File: src/rtl/axis_write_sched_pkg.sv
// Shared config-bus definitions for the AXI-stream writer and its job scheduler:
// default config words and the one-hot FSM state layout.
package axis_write_sched_pkg;

  localparam int unsigned CfgIdDefault     = 1;
  localparam int unsigned CfgAddrDefault   = 23;
  localparam int unsigned CfgDataDefault   = 24;
  localparam int unsigned CfgAwidthDefault = 5;
  localparam int unsigned CfgDwidthDefault = 32;

  localparam int unsigned StIdleBit     = 0;
  localparam int unsigned StSendIdBit   = 1;
  localparam int unsigned StSendAddrBit = 2;
  localparam int unsigned StSendLenBit  = 3;
  localparam int unsigned StStreamBit   = 4;
  localparam int unsigned StDoneBit     = 5;
  localparam int unsigned NumStates     = 6;

  typedef enum logic [NumStates-1:0] {
    StIdle     = NumStates'(1 << StIdleBit),
    StSendId   = NumStates'(1 << StSendIdBit),
    StSendAddr = NumStates'(1 << StSendAddrBit),
    StSendLen  = NumStates'(1 << StSendLenBit),
    StStream   = NumStates'(1 << StStreamBit),
    StDone     = NumStates'(1 << StDoneBit)
  } state_e;

  // Round-robin successor of a requester index.
  function automatic int unsigned rr_next(input int unsigned sel, input int unsigned n);
    return (sel + 1 == n) ? 0 : sel + 1;
  endfunction

endpackage

File: src/rtl/axis_rr_arb.sv
// Round-robin arbiter: picks the first active request at or after a rotating
// pointer; the pointer moves past the winner when the caller strobes advance.
module axis_rr_arb
  import axis_write_sched_pkg::*;
#(
  parameter int unsigned NB_REQ = 2
) (
  input  logic              clk,
  input  logic              rst,
  input  logic [NB_REQ-1:0] req,
  input  logic              advance,
  output logic [NB_REQ-1:0] grant,
  output logic              any
);

  localparam int unsigned PtrW = (NB_REQ > 1) ? $clog2(NB_REQ) : 1;

  logic [PtrW-1:0] ptr_q, ptr_d;
  logic [PtrW-1:0] idx, sel;

  always_comb begin
    grant = '0;
    any   = 1'b0;
    sel   = ptr_q;
    idx   = '0;
    for (int unsigned i = 0; i < NB_REQ; i++) begin
      idx = PtrW'((32'(ptr_q) + i) % NB_REQ);
      if (!any && req[idx]) begin
        any        = 1'b1;
        sel        = idx;
        grant[idx] = 1'b1;
      end
    end
  end

  assign ptr_d = (advance && any) ? PtrW'(rr_next(32'(sel), NB_REQ)) : ptr_q;

  always_ff @(posedge clk or negedge rst) begin
    if (!rst) begin
      ptr_q <= '0;
    end else begin
      ptr_q <= ptr_d;
    end
  end

endmodule

File: src/rtl/axis_write_sched.sv
// Shares one stream writer among NB_REQ requesters: accepts one job at a time,
// programs the writer over the config bus, then watches the stream to completion.
module axis_write_sched
  import axis_write_sched_pkg::*;
#(
  parameter int unsigned NB_REQ        = 2,
  parameter int unsigned CONFIG_ID     = CfgIdDefault,
  parameter int unsigned CONFIG_ADDR   = CfgAddrDefault,
  parameter int unsigned CONFIG_DATA   = CfgDataDefault,
  parameter int unsigned CONFIG_AWIDTH = CfgAwidthDefault,
  parameter int unsigned CONFIG_DWIDTH = CfgDwidthDefault
) (
  input  logic                              clk,
  input  logic                              rst,
  input  logic [NB_REQ-1:0]                 req_valid,
  input  logic [NB_REQ*CONFIG_DWIDTH-1:0]   req_address,
  input  logic [NB_REQ*CONFIG_DWIDTH-1:0]   req_length,
  output logic [NB_REQ-1:0]                 req_ready,
  output logic [NB_REQ-1:0]                 req_done,
  output logic [CONFIG_AWIDTH-1:0]          cfg_addr,
  output logic [CONFIG_DWIDTH-1:0]          cfg_data,
  output logic                              cfg_valid,
  input  logic                              str_valid,
  input  logic                              str_ready,
  output logic [NB_REQ-1:0]                 grant,
  output logic                              busy
);

  state_e state_q, state_d;

  logic [CONFIG_DWIDTH-1:0] addr_q, addr_d;
  logic [CONFIG_DWIDTH-1:0] len_q, len_d;
  logic [CONFIG_DWIDTH-1:0] cnt_q, cnt_d;
  logic [CONFIG_DWIDTH-1:0] sel_addr, sel_len;
  logic [CONFIG_DWIDTH-1:0] cfg_data_q, cfg_data_d;
  logic [CONFIG_AWIDTH-1:0] cfg_addr_q, cfg_addr_d;
  logic                     cfg_valid_q, cfg_valid_d;
  logic [NB_REQ-1:0]        grant_q, grant_d;
  logic [NB_REQ-1:0]        arb_grant;
  logic                     arb_any;
  logic                     accept;
  logic                     beat;
  logic                     len_reached;

  axis_rr_arb #(
    .NB_REQ (NB_REQ)
  ) u_arb (
    .clk     (clk),
    .rst     (rst),
    .req     (req_valid),
    .advance (accept),
    .grant   (arb_grant),
    .any     (arb_any)
  );

  assign beat   = str_valid & str_ready;
  assign accept = (state_q == StIdle) & arb_any;

  always_comb begin
    sel_addr = '0;
    sel_len  = '0;
    for (int unsigned i = 0; i < NB_REQ; i++) begin
      if (arb_grant[i]) begin
        sel_addr = req_address[i*CONFIG_DWIDTH +: CONFIG_DWIDTH];
        sel_len  = req_length[i*CONFIG_DWIDTH +: CONFIG_DWIDTH];
      end
    end
  end

  // Beats may already have arrived while the config words were going out.
  assign len_reached = (cnt_q >= len_q) || (beat && (cnt_q == len_q - 1'b1));

  always_comb begin
    state_d = state_q;
    addr_d  = addr_q;
    len_d   = len_q;
    cnt_d   = cnt_q;
    grant_d = grant_q;
    unique case (state_q)
      StIdle: begin
        if (arb_any) begin
          addr_d  = sel_addr;
          len_d   = sel_len;
          cnt_d   = '0;
          grant_d = arb_grant;
          state_d = (sel_len == '0) ? StDone : StSendId;
        end
      end
      StSendId: begin
        cnt_d   = cnt_q + CONFIG_DWIDTH'(beat);
        state_d = StSendAddr;
      end
      StSendAddr: begin
        cnt_d   = cnt_q + CONFIG_DWIDTH'(beat);
        state_d = StSendLen;
      end
      StSendLen: begin
        cnt_d   = cnt_q + CONFIG_DWIDTH'(beat);
        state_d = len_reached ? StDone : StStream;
      end
      StStream: begin
        if (beat) begin
          cnt_d = cnt_q + 1'b1;
          if (cnt_q == len_q - 1'b1) begin
            state_d = StDone;
          end
        end
      end
      StDone: begin
        grant_d = '0;
        state_d = StIdle;
      end
      default: state_d = StIdle;
    endcase
  end

  // Config words are registered against the state they belong to.
  always_comb begin
    cfg_valid_d = 1'b0;
    cfg_addr_d  = cfg_addr_q;
    cfg_data_d  = cfg_data_q;
    unique case (state_d)
      StSendId: begin
        cfg_valid_d = 1'b1;
        cfg_addr_d  = CONFIG_AWIDTH'(CONFIG_ADDR);
        cfg_data_d  = CONFIG_DWIDTH'(CONFIG_ID);
      end
      StSendAddr: begin
        cfg_valid_d = 1'b1;
        cfg_addr_d  = CONFIG_AWIDTH'(CONFIG_DATA);
        cfg_data_d  = addr_q;
      end
      StSendLen: begin
        cfg_valid_d = 1'b1;
        cfg_addr_d  = CONFIG_AWIDTH'(CONFIG_DATA);
        cfg_data_d  = len_q;
      end
      default: ;
    endcase
  end

  always_ff @(posedge clk or negedge rst) begin
    if (!rst) begin
      state_q     <= StIdle;
      addr_q      <= '0;
      len_q       <= '0;
      cnt_q       <= '0;
      grant_q     <= '0;
      cfg_valid_q <= 1'b0;
      cfg_addr_q  <= '0;
      cfg_data_q  <= '0;
    end else begin
      state_q     <= state_d;
      addr_q      <= addr_d;
      len_q       <= len_d;
      cnt_q       <= cnt_d;
      grant_q     <= grant_d;
      cfg_valid_q <= cfg_valid_d;
      cfg_addr_q  <= cfg_addr_d;
      cfg_data_q  <= cfg_data_d;
    end
  end

  // The accept strobe is combinational, so hold it quiet while in reset.
  assign req_ready = (accept && rst) ? arb_grant : '0;
  assign req_done  = (state_q == StDone) ? grant_q : '0;
  assign grant     = grant_q;
  assign busy      = (state_q != StIdle);
  assign cfg_valid = cfg_valid_q;
  assign cfg_addr  = cfg_addr_q;
  assign cfg_data  = cfg_data_q;

endmodule

File: config.mk
export PLATFORM = sky130hd
export DESIGN_NAME = axis_write_sched
export DESIGN_NICKNAME = d
export VERILOG_FILES = /design/src/rtl/axis_write_sched_pkg.sv /design/src/rtl/axis_rr_arb.sv /design/src/rtl/axis_write_sched.sv
export SDC_FILE = /design/constraint.sdc
export NUM_CORES = 1
export LEC_CHECK = 0
export CORE_AREA = 4 4 138 140
export DETAILED_ROUTE_END_ITERATION = 10
export DIE_AREA = 0 0 142 144
export GPL_ROUTABILITY_DRIVEN = 0
export PLACE_DENSITY = 0.83
export SLEW_MARGIN = 0
export SYNTH_ARGS = -nofsm -noshare
export SYNTH_HDL_FRONTEND = slang
export SYNTH_SLANG_ARGS = --single-unit
export TNS_END_PERCENT = 5
File: constraint.sdc
create_clock -name clk -period 2.9 [get_ports clk]
set_clock_uncertainty 0.15 [all_clocks]
set_input_delay 0.435 -clock clk [delete_from_list [all_inputs] [get_ports clk]]
set_output_delay 0.435 -clock clk [all_outputs]
set_load 0.02 [all_outputs]
# --- Word-level counts from Yosys, hierarchy flattened ---
# Cells that the tools add are included.
op_classes:
  n_addsub: 5
  order_cmp: 5
  bitwise_logic: 3
  eq_ne: 14
  mux: 34
  reduce_logical: 19
op_table:
  columns: ["cell", "count"]
  rows:
  - ["$mux 32", 6]
  - ["$pmux 32 s3", 2]
  - ["$add 32x1->32", 1]
  - ["$add 32x1->32 const B", 1]
  - ["$eq 32x32->1", 1]
  - ["$ge 32x32->1", 1]
  - ["$logic_not 32->1", 1]
  - ["$sub 32x1->32 const B", 1]
  - ["$mux 6", 5]
  - ["$pmux 6 s5", 1]
  - ["$eq 6x2->1 const B", 2]
  - ["$eq 6x3->1 const B", 2]
  - ["$eq 6x4->1 const B", 2]
  - ["$mux 1", 11]
  - ["$mux 2", 5]
  - ["$pmux 5 s2", 1]
  - ["$eq 6x1->1 const B", 1]
  - ["$eq 6x5->1 const B", 1]
  - ["$eq 6x6->1 const B", 1]
  - ["$logic_and 1x1->1", 6]
  - ["$ne 6x1->1 const B", 1]
  - ["$reduce_bool 3->1", 2]
  - ["$reduce_or 3->1", 2]
  - ["$lt 1x2->1 const B", 2]
  - ["15 further kinds", 21]
totals:
  register_bits: 143
  output_inout_bits: 45
  in_bits: 134

# --- Depth between registers and ports, before layout ---
depth:
  word_depth: 16
  depth_mapped: 12
  mapped_depth_nobuf: 11

# --- Hierarchy ---
# From an unflattened synthesis, not the netlist that was laid out.
hier_totals:
  hier_cells: 902
  hier_area_um2: 8360.5
modules_own_cells:
  columns: ["mod", "area_each_um2", "cells_each", "instances"]
  rows:
  - ["axis_write_sched", 8299.2, 895, 1]
  - ["axis_rr_arb", 61.3, 7, 1]

# --- Worst setup path after synthesis ---
# Ideal clock, no wire load.
synth_path:
  path_type: "register -> register"
  start: "register state_q[1]"
  end: "register cnt_q[30]"
  t_arrival_ns: 2.646
  n_path_buf: 1
  setup_time_ns: 0.078
  period_less_slack_ns: 2.874
  path_stages_with_launch: 11
  t_required_ns: 2.672
  setup_slack_ns: 0.026
  path_cell_list: "dfrtp_1 > or4_1 > or3_1 > nand2_1 > ha_1 > ha_1 > nand3_1 > or3_1 > clkbuf_1 > or3_1 > a21oi_1"
synth_via:
  elab_chain_len: 4
  elab_cells_between_ends: 11
  classes_between: "eq/ne: 7; mux: 1; reduce/logical: 3"
synth_lines:
  columns: ["item", "line_no", "source"]
  rows:
  - ["start, declared", "axis_write_sched.sv:29", "state_e state_q, state_d;"]
  - ["start signal, assigned", "axis_write_sched.sv:144", "state_q <= StIdle;"]
  - ["start signal, assigned", "axis_write_sched.sv:153", "state_q <= state_d;"]
  - ["$eq 6x4->1 (tied with other cells)", "axis_write_sched.sv:79", "unique case (state_q)"]
  - ["$reduce_or 3->1 (no line)", null, null]
  - ["$reduce_bool 3->1 (no line)", null, null]
  - ["$reduce_and 3->1 (no line)", null, null]
  - ["end signal, assigned", "axis_write_sched.sv:156", "cnt_q <= cnt_d;"]
  - ["end, declared", "axis_write_sched.sv:33", "logic [CONFIG_DWIDTH-1:0] cnt_q, cnt_d;"]
# Several ways; a longest one is shown, not always the timed one.
# A chain may end at the register's enable or synchronous reset.

# --- Final worst setup path ---
layout_path:
  start: "register len_q[0]"
  end: "register state_q[5]"
layout_via:
  elab_chain_len: 6
  elab_cells_between_ends: 9
  classes_between: "add/sub: 1; order compare: 1; eq/ne: 1; mux: 4; reduce/logical: 2"
layout_lines:
  columns: ["item", "line_no", "source"]
  rows:
  - ["start, declared", "axis_write_sched.sv:32", "logic [CONFIG_DWIDTH-1:0] len_q, len_d;"]
  - ["start signal, assigned", "axis_write_sched.sv:155", "len_q <= len_d;"]
  - ["$sub 32x1->32", "axis_write_sched.sv:71, axis_write_sched.sv:104", null]
  - ["$eq 32x32->1", "axis_write_sched.sv:71, axis_write_sched.sv:104", null]
  - ["$logic_and 1x1->1", "axis_write_sched.sv:71", "assign len_reached = (cnt_q >= len_q) || (beat && (cnt_q == len_q - 1'b1));"]
  - ["$logic_or 1x1->1", "axis_write_sched.sv:71", null]
  - ["$mux 6", "axis_write_sched.sv:99", "state_d = len_reached ? StDone : StStream;"]
  - ["$pmux 6 s5 (*)", "axis_write_sched.sv:79", null]
  - ["net state_d[5]", "axis_write_sched.sv:29", null]
# Mark *: on every way through the listed nets, which the timed path passes. The rest lies on a longest branch.

==> impl_metrics.tcl <==
set metrics [dict create \
    drc 0 \
    status "complete, but fails checks" \
    grt_pass1_wl_um 42700 \
    hpwl_um 19800 \
    postRouteAntennaNets 0 \
    final.period_utilization_pct 107 \
    finalHoldViolCount 37 \
    cts_num_sinks 141 \
    io_buffers 178 \
    final_layout_size_suffix_gt1_share_pct 13.3 \
    setup_ws_ps -213 \
    htreeDepth 4 \
    nets 1290 \
    drv_cap 0 \
    hold_buffers 0 \
    endpoint "state_q[5]$_DFF_PN0_" \
    grt_max_degree 142 \
    min_period_ps 3110 \
    rsz0062_at_grt "yes" \
    hold_class "primary input to async pin" \
    worst-path-max-fanout 5 \
    whs_ps -30.8 \
    routed_wl_um 27700 \
    detail_route.vias_per_cell 6.26 \
    final.fill_count 1346 \
    startpoint_type "register" \
    r2r_slack_ps -210 \
    cts_tree "done" \
    netlist_instances 906 \
    vdd_drop_max_mv 0.637 \
    avgSynthCellArea_um2 9.17 \
    dieWidth_um 142 \
    design_area_um2 11600 \
    io_pins 179 \
    slew_headroom_pct 31.6 \
    wire_per_inst_um 20.3 \
    synth_fp_nets 1075 \
    reg2regPathDepth 13 \
    grtUsageTotal_pct 26.4 \
    violations "hold timing, setup timing" \
    synth_area_um2 8310 \
    first_iter_violations 1083 \
    placedCellCount 1330 \
    async_flop_share_pct 100 \
    slew_violations 0 \
    fin_tns_setup_ps -336 \
    grt_overflow 0 \
    powerDensity_nw_per_um2 931 \
    cts_buffer_depth 2 \
    setup.worst_path.start "len_q[0]$_DFFE_PN0P_" \
    core-area_um2 17800 \
    clock_latency_ps 430 \
    yosysWarnings 0 \
    cts_made_buffers 17 \
    crit_required_ps 3110 \
    finalNonFillerCells 1363 \
    fp.dieH_um 144 \
    setup_viol 5 \
    worst_slew_pin_slew_ps 1030 \
    diodes 0 \
    synth_cell_type_count 66 \
    antenna_found_initial 0 \
    die_area_um2 20400 \
    synth-edff-count 0 \
    place_area_um2 10800 \
    first_pass_iters 8 \
    p_leak_nw 5.11 \
    start_util_pct 46.6 \
    cts-root-buf "clkbuf_16" \
    seq_area_frac_synth_pct 42.5 \
    cts.clk_slew.worst_paths_ps 70 \
    synth_ff_type "dfrtp_1" \
    rows 49 \
    areaGrowthSynthToFinish_pct 39.1 \
    dr_total_vias 8531 \
    ys_ff_latch 141 \
    grt_pass1_vias 8075 \
    critPathKind "register to register" \
    crit_arrival_ps 3320 \
    timing.rr.start "len_q[0]$_DFFE_PN0P_" \
    max_freq_mhz 321 \
    worstReg2RegEnd "state_q[5]$_DFF_PN0_" \
    end_kind "register" \
]
-- area by class of cell --
class | count | area [um2] | area share [%]
inverters | 86 | 323 | 2.79
clock buffers | 17 | 425 | 3.68
clock inverters | 15 | 200 | 1.73
repair buffers | 253 | 2390 | 20.7
flip-flops and latches | 141 | 3530 | 30.5
multi-input cells | 622 | 4400 | 38.1
well taps | 229 | 287 | 2.48
-- state kept, by name, indices dropped and copies added (netlist names) --
signal,flops
cfg_data,32
addr_q,32
cnt_q,32
state_q,6
len_q,32
cfg_valid,1
grant,2
u_arb.ptr_q,1
cfg_addr,3
-- worst min-delay path by stage --
stage	from	endpoint	slack [ps]	depth (start not counted)
floorplan	rst	addr_q[0]$_DFFE_PN0P_	-10	0
global placement	cfg_addr[4]$_DFFE_PN0P_	cfg_addr[4]$_DFFE_PN0P_	300	1
detailed placement	cfg_addr[4]$_DFFE_PN0P_	cfg_addr[4]$_DFFE_PN0P_	310	1
CTS	rst	cfg_data[11]$_DFFE_PN0P_	30	2
global route	rst	addr_q[11]$_DFFE_PN0P_	40	2
finish	rst	addr_q[6]$_DFFE_PN0P_	-30	2
-- logic make-up (layout without fill, tap and decap cells) --
family	count (synthesis)	count (layout)	share of synthesized area [%]
simple gates	293	293	18.7
compound gates	236	236	20.6
buf+inv	143	371	6.72
flops	141	141	42.5
xor+xnor	53	53	5.59
fa+ha+maj	36	36	5.39
mux	4	4	0.482
-- critical path, stage by stage, from the launching register on --
cell and delay [ps]:
dfrtp_1 410, inv_2 100, ha_4 130, buf_4 130
nor3b_4 230, buf_4 150, and4_1 200, o211ai_1 140
a2111oi_4 410, nand4b_1 160, nor4_2 340, o2111ai_1 190
a21o_1 240, o21ai_2 60
-- metal layers --
metal	track usage (%)	part of all wire [%]
met5	0	0
met4	11.8	4.3
met3	5.32	9.5
met2	42.0	47
met1	35.1	39
-- synth_stat cells, drive strengths merged, types with 4 or more instances --
cell type	count	area share (%)
dfrtp	140	42
nor2	116	5.2
inv	86	3.9
a221oi	65	6.9
a21oi	58	3.5
clkbuf	49	2.2
o21ai	36	2.2
ha	35	5.3
xnor2	33	3.5
a222oi	31	3.7
nand2	30	1.4
nor4	29	3.0
xor2	20	2.1
nand4	19	1.4
or3	18	1.4
nand3	17	1.0
nor3	17	1.0
a21o	14	1.3
and3	9	0.68
buf	8	0.62
a31oi	7	0.53
or4	6	0.65
and2	5	0.38
and4	4	0.42
mux2i	4	0.48
nand3b	4	0.36
nor2b	4	0.30
nor3b	4	0.36
-- cell usage in the layout (no fill, tap or decap), drive strengths merged, types with 18 or more instances in the layout --
cell type	Yosys	routed
xor2	20	20
clkdlybuf4s50	0	172
o21ai	36	36
inv	86	93
nor2	116	116
ha	35	35
a222oi	31	31
nand2	30	30
nand4	19	19
xnor2	33	33
buf	8	76
dfrtp	140	140
nor4	29	29
or3	18	18
a21oi	58	58
a221oi	65	65
-- timing repair --
item                                    CTS  global route
resized for setup                         8            27
pin swaps                                 4             9
setup buffers                             0             1
endpoints found under the setup margin   11            25
-- power breakdown --
group          switching, W  total (W)  internal [W]  leakage (nW)
Sequential         0.000617    0.00328       0.00266          1.76
Combinational       0.00300    0.00514       0.00214          3.05
Clock              0.000947    0.00233       0.00138         0.301
-- metrics by stage --
step	worst slack [ps]	hold WS [ps]	power (W)	util [%]
6_report	-213	-30.8	0.0108	64.8
3_5_place_dp	-243	315	0.00814	60.4
5_1_grt	-258	44.8	0.0113	64.8
4_1_cts	-157	32.9	0.0106	64.1
2_1_floorplan	26.0	-10.6	0.00604	-
3_3_place_gp	-133	301	0.00796	60.4
Power figures use the tool's default switching activity.
==> variant (same settings) <==
`CfgDwidthDefault`: 32 -> 16.
--- a/src/rtl/axis_write_sched_pkg.sv
+++ b/src/rtl/axis_write_sched_pkg.sv
@@ -6,7 +6,7 @@
   localparam int unsigned CfgAddrDefault   = 23;
   localparam int unsigned CfgDataDefault   = 24;
   localparam int unsigned CfgAwidthDefault = 5;
-  localparam int unsigned CfgDwidthDefault = 32;
+  localparam int unsigned CfgDwidthDefault = 16;
 
   localparam int unsigned StIdleBit     = 0;
   localparam int unsigned StSendIdBit   = 1;
Ports: changed (resized cfg_data, req_address and req_length); port bits go from 179 to 99. No check against the original RTL was run, so the function may have changed too.
==> variant against the unedited design <==
  * Routed wire length is 47% lower
  * Setup slack better by 340 ps
  * Register-to-register slack better by 460 ps
  * Largest cell class unchanged
  * First-iteration DRC count is 58% lower
  * Count of clock-buffer cells in the layout is 6 lower
  * Maximum frequency is 12% higher
  * Power is 47% lower
  * Sequential power is 43% lower
  * Final area is 46% lower
  * Synthesized cell count is 46% lower
  * Combinational power is 48% lower
  * Area after synthesis is 44% lower
  * Highest routed layer unchanged
  * Core utilization is 30 points lower
  * Sequential cell count is 64 lower
==> variant: results (changes against the unedited design) <==
Outcome -> finished, final reports clean
Vias in the first global route -> 4,290 (-47%)
Sequential-to-total area share from yosys stat -> 41.7% (-0.80 points)
Global-route wire length before repair -> 23,300 um (-45%)
Xor/xnor share of the synthesized area -> 5.30% (-0.29 points)
Number of library cell types mapped by synthesis -> 59 (-11%)
Worst-skew pair later-pin latency -> 340 ps (-90 ps)
Port bufs -> 98 (-45%)
N_diodes -> 0 (unchanged)
DRT Wirelength -> 14,800 um (-47%)
Peak VDD IR -> 0.521 mV (-18%)
Crit-path leading delay family -> buffers and inverters
M3 GR Usage -> 3.47% (-1.9 points)
Pre-CTS setup slack -> 73.4 ps (+317 ps)
Share of layout cells above drive strength 1 -> 9.09% (-4.2 points)
Leakage -> 2.70 nW (-47%)
WS Path Type -> flip-flop to primary output
Met1 usage -> 19.1% (-16 points)
DR pass1 iterations -> 7 (-1)
CTS Buf Count -> 9 (-8)
Avg Vias per Cell -> 5.46 (-13%)
Relative slew slack -> 44.0% (+12 points)
Placed inst area -> 5930 um^2 (-45%)
Synth Area in Compound Gates -> 25.2% (+4.6 points)
Antenna violations before repair -> 0 (unchanged)
Async set or reset register ratio after synthesis -> 100% (unchanged)
Max incr delay on CP -> 590 ps (+180 ps)
Slowest cell on crit path -> clkdlybuf4s50_1
DP HPWL -> 11,300 um (-43%)
Mux share of post-synthesis cell area -> 0% (-0.48 points)
Synth area leaders -> dfrtp_1 (41%), a221oi_1 (6.6%), ha_1 (5.1%)
CTS Buffer Depth -> 2 (unchanged)
Initial DRC count -> 459 (-58%)
Routed WL per cell -> 17.9 um (-12%)
Arr. time, crit path -> 2190 ps (-1130 ps)
Met2 Use GR -> 23.4% (-19 points)
Nets -> 679 (-47%)
Adder-Cell Fraction of Synth Area -> 5.14% (-0.25 points)
Worst Hold Class -> flip-flop to flip-flop
Synth top cells by count -> dfrtp_1 (76), nor2_1 (56), a221oi_1 (35)
YS warnings -> 0 (unchanged)
Largest net degree at the start of global routing -> 68 (-52%)
Fillers -> 1,777 (+32%)
Dpl cells -> 807 (-39%)
Crit-path max FO -> 7 (+2)
Clock root buffer -> clkbuf_16
Post-synthesis net count -> 582 (-46%)
Gr usage total -> 14.3% (-12 points)
Clock slew at reported path FFs -> 60 ps
Largest family of logic cells by synthesized area -> compound AO/OA/AOI/OAI gates
Htree depth -> 3 (-1)
Synth Area per Inst -> 9.38 um^2 (+2.3%)
[variant: through the flow]
step	util, %	hold WS, ps
floorplan	-	-10.6
detailed placement	33.3	142
global route	35.0	341
global placement	33.3	143
finish	35.0	325
CTS	35.0	322
[variant: final timing paths]
check                                           to  cells after the start                    start  slack (ps)
max                                    req_done[0]                      5     state_q[1]$_DFF_PN0_         130
min                        cfg_addr[4]$_DFFE_PN0P_                      1  cfg_addr[4]$_DFFE_PN0P_         320
max reg2reg                   cnt_q[8]$_DFFE_PN0P_                      6     state_q[3]$_DFF_PN0_         250
min reg2reg                cfg_addr[4]$_DFFE_PN0P_                      1  cfg_addr[4]$_DFFE_PN0P_         320
max in group asynchronous     grant[0]$_DFFE_PN0P_                      3                      rst        1200
min in group asynchronous     len_q[4]$_DFFE_PN0P_                      2                      rst         330
[variant: cells by family (layout without fill, tap and decap cells)]
group | count (synthesis) | in the layout
flip-flops | 77 | 77
adder cells (fa/ha/maj) | 19 | 19
XOR/XNOR | 28 | 28
buffers and inverters | 61 | 162
AND/OR/NAND/NOR | 154 | 154
AO/OA/AOI/OAI | 154 | 154
[variant: final cells by class]
cell class                 count  area, um^2  share of cell area (%)
multi-input combinational    355        2470                    39.5
sequential                    77        1930                    30.9
timing repair buffer         121        1180                    18.8
tap                          229         287                    4.59
clock buffer                  11         243                    3.89
inverter                      26        97.6                    1.56
clock inverter                 4        48.8                   0.781
[variant: power by group]
part           internal, mW  leakage, nW  switching (mW)
clock network         0.684        0.145           0.441
registers              1.46        0.956           0.416
logic                  1.18         1.59            1.49
total                  3.32         2.70            2.35
[variant: metal layers]
| metal | share of wire, % | up-vias |
|---|---|---|
| met1 | 42 | 2194 |
| met4 | 1.6 | 0 |
| met2 | 47 | 235 |
| met3 | 9.0 | 29 |
| met5 | 0 | - |
| li1 | - | 2032 |
[variant: worst register-to-register path, stage by stage (launching register included)]
cell	delay, ps
dfrtp_1	470
nor4_2	370
nand3b_1	200
or2_2	370
a22o_1	320
or4_1	540
a21oi_1	150
[variant: timing repair]
action	in CTS	in global routing
pin swaps	0	0
buffers inserted	0	0
endpoints found under the setup margin	2	2
hold buffers	1	0
hold endpoints to repair	10	0
gates resized for setup	3	1
